`src/rtl/ew_threat_controller.sv`:
```
// EW threat-response sequencer: detector flags -> entropy check -> countermeasure handshake -> hold -> recovery.
// Optional macro EW_CM_ABORT_EN adds a cm_abort input that cuts a countermeasure short.
package ew_threat_pkg;
  typedef enum logic [2:0] {
    ST_IDLE     = 3'd0,
    ST_MONITOR  = 3'd1,
    ST_JAMMED   = 3'd2,
    ST_SPOOF    = 3'd3,
    ST_ENTROPY  = 3'd4,
    ST_CM       = 3'd5,
    ST_RECOVERY = 3'd6,
    ST_ILLEGAL  = 3'd7
  } ew_state_t;
endpackage

module ew_threat_controller
  import ew_threat_pkg::*;
#(
  parameter int FSM_BITS        = 3,
  parameter int ENT_WIDTH       = 8,
  parameter int ENT_THRESH      = 200,
  parameter int ENT_TIMEOUT     = 32,
  parameter int CM_CYCLES       = 16,
  parameter int RECOVERY_CYCLES = 8
) (
  input  logic                 clk,
  input  logic                 rst_n,
  input  logic                 jam_detect,
  input  logic                 spoof_detect,
  input  logic                 entropy_valid,
  input  logic [ENT_WIDTH-1:0] entropy_value,
  input  logic                 cm_ack,
`ifdef EW_CM_ABORT_EN
  input  logic                 cm_abort,
`endif
  output logic                 cm_req,
  output logic [1:0]           cm_type,
  output logic [FSM_BITS-1:0]  fsm_state,
  output logic [7:0]           threat_count,
  output logic                 busy
);

  localparam int MAX_A   = (ENT_TIMEOUT > CM_CYCLES) ? ENT_TIMEOUT : CM_CYCLES;
  localparam int MAX_CYC = (MAX_A > RECOVERY_CYCLES) ? MAX_A : RECOVERY_CYCLES;
  localparam int CNT_W   = $clog2(MAX_CYC + 1);

  localparam logic [CNT_W-1:0]     ENT_LAST = CNT_W'(ENT_TIMEOUT - 1);
  localparam logic [CNT_W-1:0]     CM_LAST  = CNT_W'(CM_CYCLES - 1);
  localparam logic [CNT_W-1:0]     REC_LAST = CNT_W'(RECOVERY_CYCLES - 1);
  localparam logic [ENT_WIDTH-1:0] THRESH   = ENT_WIDTH'(ENT_THRESH);

  ew_state_t        state;
  logic [CNT_W-1:0] cnt;
  logic             jam_l;
  logic             spoof_l;
  logic             abort;

`ifdef EW_CM_ABORT_EN
  assign abort = cm_abort;
`else
  assign abort = 1'b0;
`endif

  assign fsm_state = FSM_BITS'(state);

  // One counter is shared by the entropy timeout, the post-ack hold and the recovery window.
  always_ff @(posedge clk or negedge rst_n) begin
    if (!rst_n) begin
      state        <= ST_IDLE;
      cnt          <= '0;
      jam_l        <= 1'b0;
      spoof_l      <= 1'b0;
      cm_req       <= 1'b0;
      cm_type      <= 2'b00;
      threat_count <= 8'd0;
      busy         <= 1'b0;
    end else begin
      case (state)
        ST_IDLE: begin
          state <= ST_MONITOR;
          busy  <= 1'b0;
        end
        ST_MONITOR: begin
          if (jam_detect) begin
            state   <= ST_JAMMED;
            jam_l   <= 1'b1;
            spoof_l <= spoof_detect;
            busy    <= 1'b1;
          end else if (spoof_detect) begin
            state   <= ST_SPOOF;
            spoof_l <= 1'b1;
            busy    <= 1'b1;
          end
        end
        ST_JAMMED, ST_SPOOF: begin
          state <= ST_ENTROPY;
          cnt   <= '0;
        end
        ST_ENTROPY: begin
          // A spoof finding engages regardless of entropy; a missing result engages as fail-safe.
          if (entropy_valid && !((entropy_value >= THRESH) || spoof_l)) begin
            state   <= ST_MONITOR;
            jam_l   <= 1'b0;
            spoof_l <= 1'b0;
            busy    <= 1'b0;
          end else if (entropy_valid || (cnt == ENT_LAST)) begin
            state   <= ST_CM;
            cnt     <= '0;
            cm_req  <= 1'b1;
            cm_type <= {spoof_l, jam_l};
            if (threat_count != 8'hFF) threat_count <= threat_count + 8'd1;
          end else begin
            cnt <= cnt + 1'b1;
          end
        end
        ST_CM: begin
          if (abort) begin
            state   <= ST_RECOVERY;
            cnt     <= '0;
            cm_req  <= 1'b0;
            cm_type <= 2'b00;
          end else if (cm_req) begin
            if (cm_ack) begin
              cm_req  <= 1'b0;
              cm_type <= 2'b00;
              cnt     <= '0;
            end
          end else if (cnt == CM_LAST) begin
            state <= ST_RECOVERY;
            cnt   <= '0;
          end else begin
            cnt <= cnt + 1'b1;
          end
        end
        ST_RECOVERY: begin
          if (cnt == REC_LAST) begin
            state   <= ST_MONITOR;
            cnt     <= '0;
            jam_l   <= 1'b0;
            spoof_l <= 1'b0;
            busy    <= 1'b0;
          end else begin
            cnt <= cnt + 1'b1;
          end
        end
        default: begin
          state   <= ST_IDLE;
          cnt     <= '0;
          cm_req  <= 1'b0;
          cm_type <= 2'b00;
          busy    <= 1'b0;
        end
      endcase
    end
  end

endmodule

```
`config.mk`:
```
export PLATFORM = sky130hd
export DESIGN_NAME = ew_threat_controller
export DESIGN_NICKNAME = d
export VERILOG_FILES = /design/src/rtl/ew_threat_controller.sv
export SDC_FILE = /design/constraint.sdc
export NUM_CORES = 1
export LEC_CHECK = 0
export ABC_AREA = 1
export CORE_MARGIN = 8
export CORE_UTILIZATION = 36
export CTS_BUF_LIST = sky130_fd_sc_hd__clkbuf_4 sky130_fd_sc_hd__clkbuf_8
export CTS_CLUSTER_DIAMETER = 30
export DETAILED_ROUTE_END_ITERATION = 16
export PLACE_DENSITY = 0.68
export SYNTH_ARGS = -nofsm -noshare
export SYNTH_HDL_FRONTEND = slang
export SYNTH_SLANG_ARGS = --single-unit
```
`constraint.sdc`:
```
create_clock -name clk -period 2.4 [get_ports clk]
set_input_delay 0.48 -clock clk [delete_from_list [all_inputs] [get_ports clk]]
set_output_delay 0.48 -clock clk [all_outputs]
set_load 0.05 [all_outputs]
```
After elaboration in Yosys (flattened, before gate mapping). Index checks and enable logic that the tools add are counted.

Equality and inequality tests: 22. Mux-type cells: 34. Divide/modulo/power cells: 0. Add/sub/neg operators: 2. Reduce and logical (&&, ||, !) cells: 18. Shift-type cells: 0. Multiply operators: 0. $lt $le $gt $ge: 1. Bitwise logic cells: 4.

Operators by type and width (number): $mux 6 (6); $pmux 6 s4 (1); $mux 3 (7); $ne 2x2->1 const B (9); $pmux 3 s6 (1); $reduce_and 4->1 (4); $mux 1 (10); $reduce_and 5->1 (2); $eq 3x3->1 const B (3); $ne 3x3->1 const B (3); $pmux 1 s3 (3); $add 8x1->8 const B (1); $ge 8x8->1 const B (1); $mux 2 (4); $ne 8x8->1 const B (1); $add 6x1->6 const B (1); $eq 3x2->1 const B (2); $eq 6x3->1 const B (1); $eq 6x4->1 const B (1); $eq 6x5->1 const B (1); $pmux 2 s3 (1); $reduce_and 3->1 (2); $reduce_or 5->1 (1); $not 1->1 (4); other kinds (9) (11).

Input port bits: 14. Latch bits: 0. Register bits after elaboration: 23. Output and inout port bits: 15. Memories kept: 0. Bits in read-only memories: 0. Bits in writable memories: 0.

Depth between registers and ports, before layout.
Word-level depth: 6. Gate-level depth with buffers: 10. Gate-level depth less buffers: 10.

Worst setup path before layout. No wires, ideal clock.

Path type: flip-flop to flip-flop. From: register state[2] (netlist: fsm_state[2]). To: register threat_count[0]. Cell stages (with the launch flop): 9. Data arrival time: 1.577 ns. Slack: 0.682 ns. Path buffers: 2. Data required time: 2.259 ns. Path through: dfrtp_1 > buf_4 > nand2_4 > nor2_8 > inv_2 > a21oi_2 > nand2_1 > buf_6 > xnor2_2.

Word-level cells in the longest chain between the ends: 2.

Ends and longest elaborated chain: start: declaration (line 52) `ew_state_t state;`; start signal: assignment (line 69) `state <= ST_IDLE;`; start signal: assignment (line 80) `state <= ST_MONITOR;`; start signal: assignment (line 85) `state <= ST_JAMMED;`; $eq 3x3->1 (line 78) `case (state)`; $reduce_and 4->1 (no source line); end signal: assignment (line 111) `if (threat_count != 8'hFF) threat_count <= threat_count + 8'd1;`; end: declaration (line 39) `output logic [7:0] threat_count,`.

No other way between the ends. A chain may end at the register's enable or synchronous reset.

Worst setup path in the final report.
From: register state[2] (netlist: fsm_state[2]). To: output port fsm_state[2].

RTL lines: end: declaration (line 38) `output logic [FSM_BITS-1:0] fsm_state,`.

No word-level cell between the ends.

==> impl_results.md <==
* Gp weighted congestion at 0.8377
* Setup TNS after final layout at 0 ns
* Relative area change from synthesis to final layout at 22.11%
* Number of hold buffers added after CTS at 0
* Worst Path Class, Setup: flop to output pin
* Crit Path Max Fanout at 10
* Diodes inserted at 0
* Cell at the root of the clock tree: clkbuf_8
* Total routed wirelength at 3.685 mm
* First-pass GRT wire length at between 6 and 7 mm
* Worst R2R Path Depth at 8
* Sinks on the clock net at 23
* CP delay by family, top: buffers and inverters
* Die outline height at 82.70 um
* Total placed cells including tap cells at 309
* Number of levels in the clock H-tree at 1
* Worst Skew at 0.008242 ns
* Residual antenna-violating net count after detailed routing at 0
* Number of violations of the max-capacitance limit at 0
* Total count of hold-check failures in the final report at 0
* Unique masters post-synth at 24
* Clock-pin transition on the worst setup and hold timing paths at 0.09 ns
* Shortest period the worst path allows at 2.175 ns
* GRT Total Usage at 11.64%
* Post-synth EDFFs at 0
* CTS Buf Count at 3
* Fill cell count at between 400 and 500
* Non-filler cells, final at 313
* Count of port buffers added during placement at 25
* Endpoints failing setup at 0
* Crit path capture type: output pin
* HPWL after detailed placement at 2.831 mm
* Average wire per cell in the routed design at 11.77 um
* Async S/R FF share, synth at 100.0%
* Hold Crit Start: jam_l$_DFFE_PN0P_
* Sequential cell area fraction in the yosys report at 35.94%
* Final-report max-slew violation count at 0
* Final period util at 90.63%
* Clock tree buffer depth at 2
* Resized Gates After CTS at 0
* Detailed-route via count at 1,558
* Number of antenna violations at the first check in global routing at 0
* Reg2Reg Capture Point: threat_count[0]$_DFFE_PN0P_
* Number of nets at the end of the flow at around 280
* Path type of the worst min-delay path: flop to flop
* Iter 0 DRT Violations at 103
* Ratio of cells with drive above 1 in the final layout at about a tenth
* Worst path slowest cell: clkdlybuf4s50_1
* Instance count of the mapped netlist at around 230
* Placement Setup Slack at 0.3947 ns
* Data arrival time of the critical path at 1.70 ns
* Power Dens Cells at 1161 nW/um^2
* Worst vdd rail ir drop at 0.0005615 V
* Total core area at roughly 4300 sq um
* Utilization after layout at between 40 and 50%
* Warnings from Yosys at 0
* Post-Synthesis Cell Area at around 1600 sq um
* Clock tree from TritonCTS: built
* Via count of the first global-routing pass at 1,453
* GR Overflow Total at 0
* Syn avg cell area at 6.903 sq um
* Critical-path cell list: clkdlybuf4s50_1
* Number of standard-cell rows in the floorplan at 24
* Count of state elements after synthesis at 23
* Buffers inserted by post-CTS timing repair at 0
* Insertion delay of the later-clocked pin in the worst-skew pair at 0.27 ns
* CP peak stage delay at 0.87 ns
* Remaining DRCs at 0
* Setup ws final at 0.2248 ns
* FF-to-FF Start: cnt[0]$_DFFE_PN0P_
* Ports at 29
* Top library cells by usage in the layout, fill and taps aside: 70 x nand2_1, 29 x nand3_1, 27 x nor2_1, 27 x inv_1, 25 x clkdlybuf4s50_1
* First-pass DRT Iterations at 4
* Die ar. at 6839 sq um
* Worst max-slew margin expressed relative to the limit at approximately 66%
* Cell depth of the worst hold path at 2
* Most used DFF post-synth: dfrtp_1
* Unrepaired setup endpoints after global routing: false
* Hold Path End: jam_l$_DFFE_PN0P_
* Count of buffering cells on the critical path with inverters included at 1
* Commonest non-fill, non-tap cell in the layout: nand2_1
* Measured slew at the worst slew-check pin at 0.5078 ns
* Vias per Instance at 4.978
* Largest net degree at the start of global routing at 24
* Run status: complete, no violations
* Critical path launch point type: flop
* Net count after synthesis at 248
* Required @ worst endpoint at 1.92 ns
* Worst R2R Setup Slack at 0.63 ns
* Pleak at 0.9937 nW
* Die outline width at 82.70 um
* Max Clock Freq at 459.7 MHz
* Initial core utilization at 37.04%
==> area by class of cell <==
| cell class | count | area, sq um | share of cell area (%) |
|---|---|---|---|
| flip-flops and latches | 23 | 575.6 | 29.43 |
| well taps | 52 | 65.06 | 3.327 |
| clock inverters | 1 | 5.005 | 0.2559 |
| multi-input cells | 174 | 872.1 | 44.59 |
| clock buffers | 3 | 41.29 | 2.111 |
| inverters | 31 | 116.4 | 5.950 |
| repair buffers | 29 | 280.3 | 14.33 |
==> worst max path at each step <==
stage / cells past startpoint / from / endpoint
finish: 1 / fsm_state[2]$_DFFE_PN0P_ / fsm_state[2]
floorplan: 8 / fsm_state[2]$_DFFE_PN0P_ / threat_count[0]$_DFFE_PN0P_
CTS: 1 / fsm_state[2]$_DFFE_PN0P_ / fsm_state[2]
global route: 1 / fsm_state[2]$_DFFE_PN0P_ / fsm_state[2]
global placement: 8 / entropy_valid / threat_count[1]$_DFFE_PN0P_
detailed placement: 8 / entropy_valid / threat_count[7]$_DFFE_PN0P_
==> stage by stage <==
step | hold WS, ns | area [sq um] | power, W
5_1_grt | 0.5161 | 1956 | 0.002467
4_1_cts | 0.4905 | 1956 | 0.002292
2_1_floorplan | 0.1844 | 1602 | 0.001692
3_3_place_gp | 0.4675 | 1909 | 0.002022
3_5_place_dp | 0.4665 | 1909 | 0.002040
6_report | 0.4865 | 1956 | 0.002270
==> worst register-to-register path, cell delays in order, from the launching register on <==
cell and delay [ns]:
dfrtp_1 0.49, ha_1 0.27, nand3_2 0.11, nor2_1 0.13
nor2_2 0.06, nor2_1 0.09, nand2_1 0.18, buf_4 0.22
xnor2_2 0.12
==> cells in the mapped netlist (2+ instances only) <==
cell type  number  area share, %
nor2_1         27            6.3
ha_1            2            1.6
inv_1          27            6.3
buf_6           2            1.4
o21ai_2         2            1.1
inv_2           4           0.94
nor2_4          2            1.4
nand3_1        29            9.1
nand2_2         2           0.78
xnor2_1         4            2.2
o21ai_0        11            3.4
nand2_1        70             16
a21oi_1         2           0.63
buf_4           2           0.94
xor2_1          2            1.1
nand4_1        13            5.1
nor2_2          2           0.78
dfrtp_1        23             36
==> report_power, final <==
group | total [W] | leakage (nW) | switching [W] | internal [W]
clock | 0.000249 | 0.0255 | 0.000133 | 0.000116
combinational | 0.00134 | 0.667 | 0.000887 | 0.000453
sequential | 0.000680 | 0.301 | 0.000164 | 0.000516
==> per-layer routing <==
layer  track usage, %  vias up  routed length (um)
met5                0        -                   0
met4            3.621        0                  34
met3            1.407        4                  76
met2            19.81       19                1847
met1            14.91      729                1728
li1                 -      806                   -
==> cell families after synthesis <==
family / synth area share [%]
and+or+nand+nor: 42.42
buffers and inverters: 9.609
DFF: 35.94
AOI/OAI and AO/OA: 6.172
xor gates and xnor gates: 4.297
adders and majority gates: 1.562
==> sequential cells by signal, summed over array words and instances, names as in the netlist <==
register      count
cnt               6
jam_l             1
fsm_state         3
threat_count      8
busy              1
spoof_l           1
cm_type           2
cm_req            1
(Power assumes the default switching activity.)
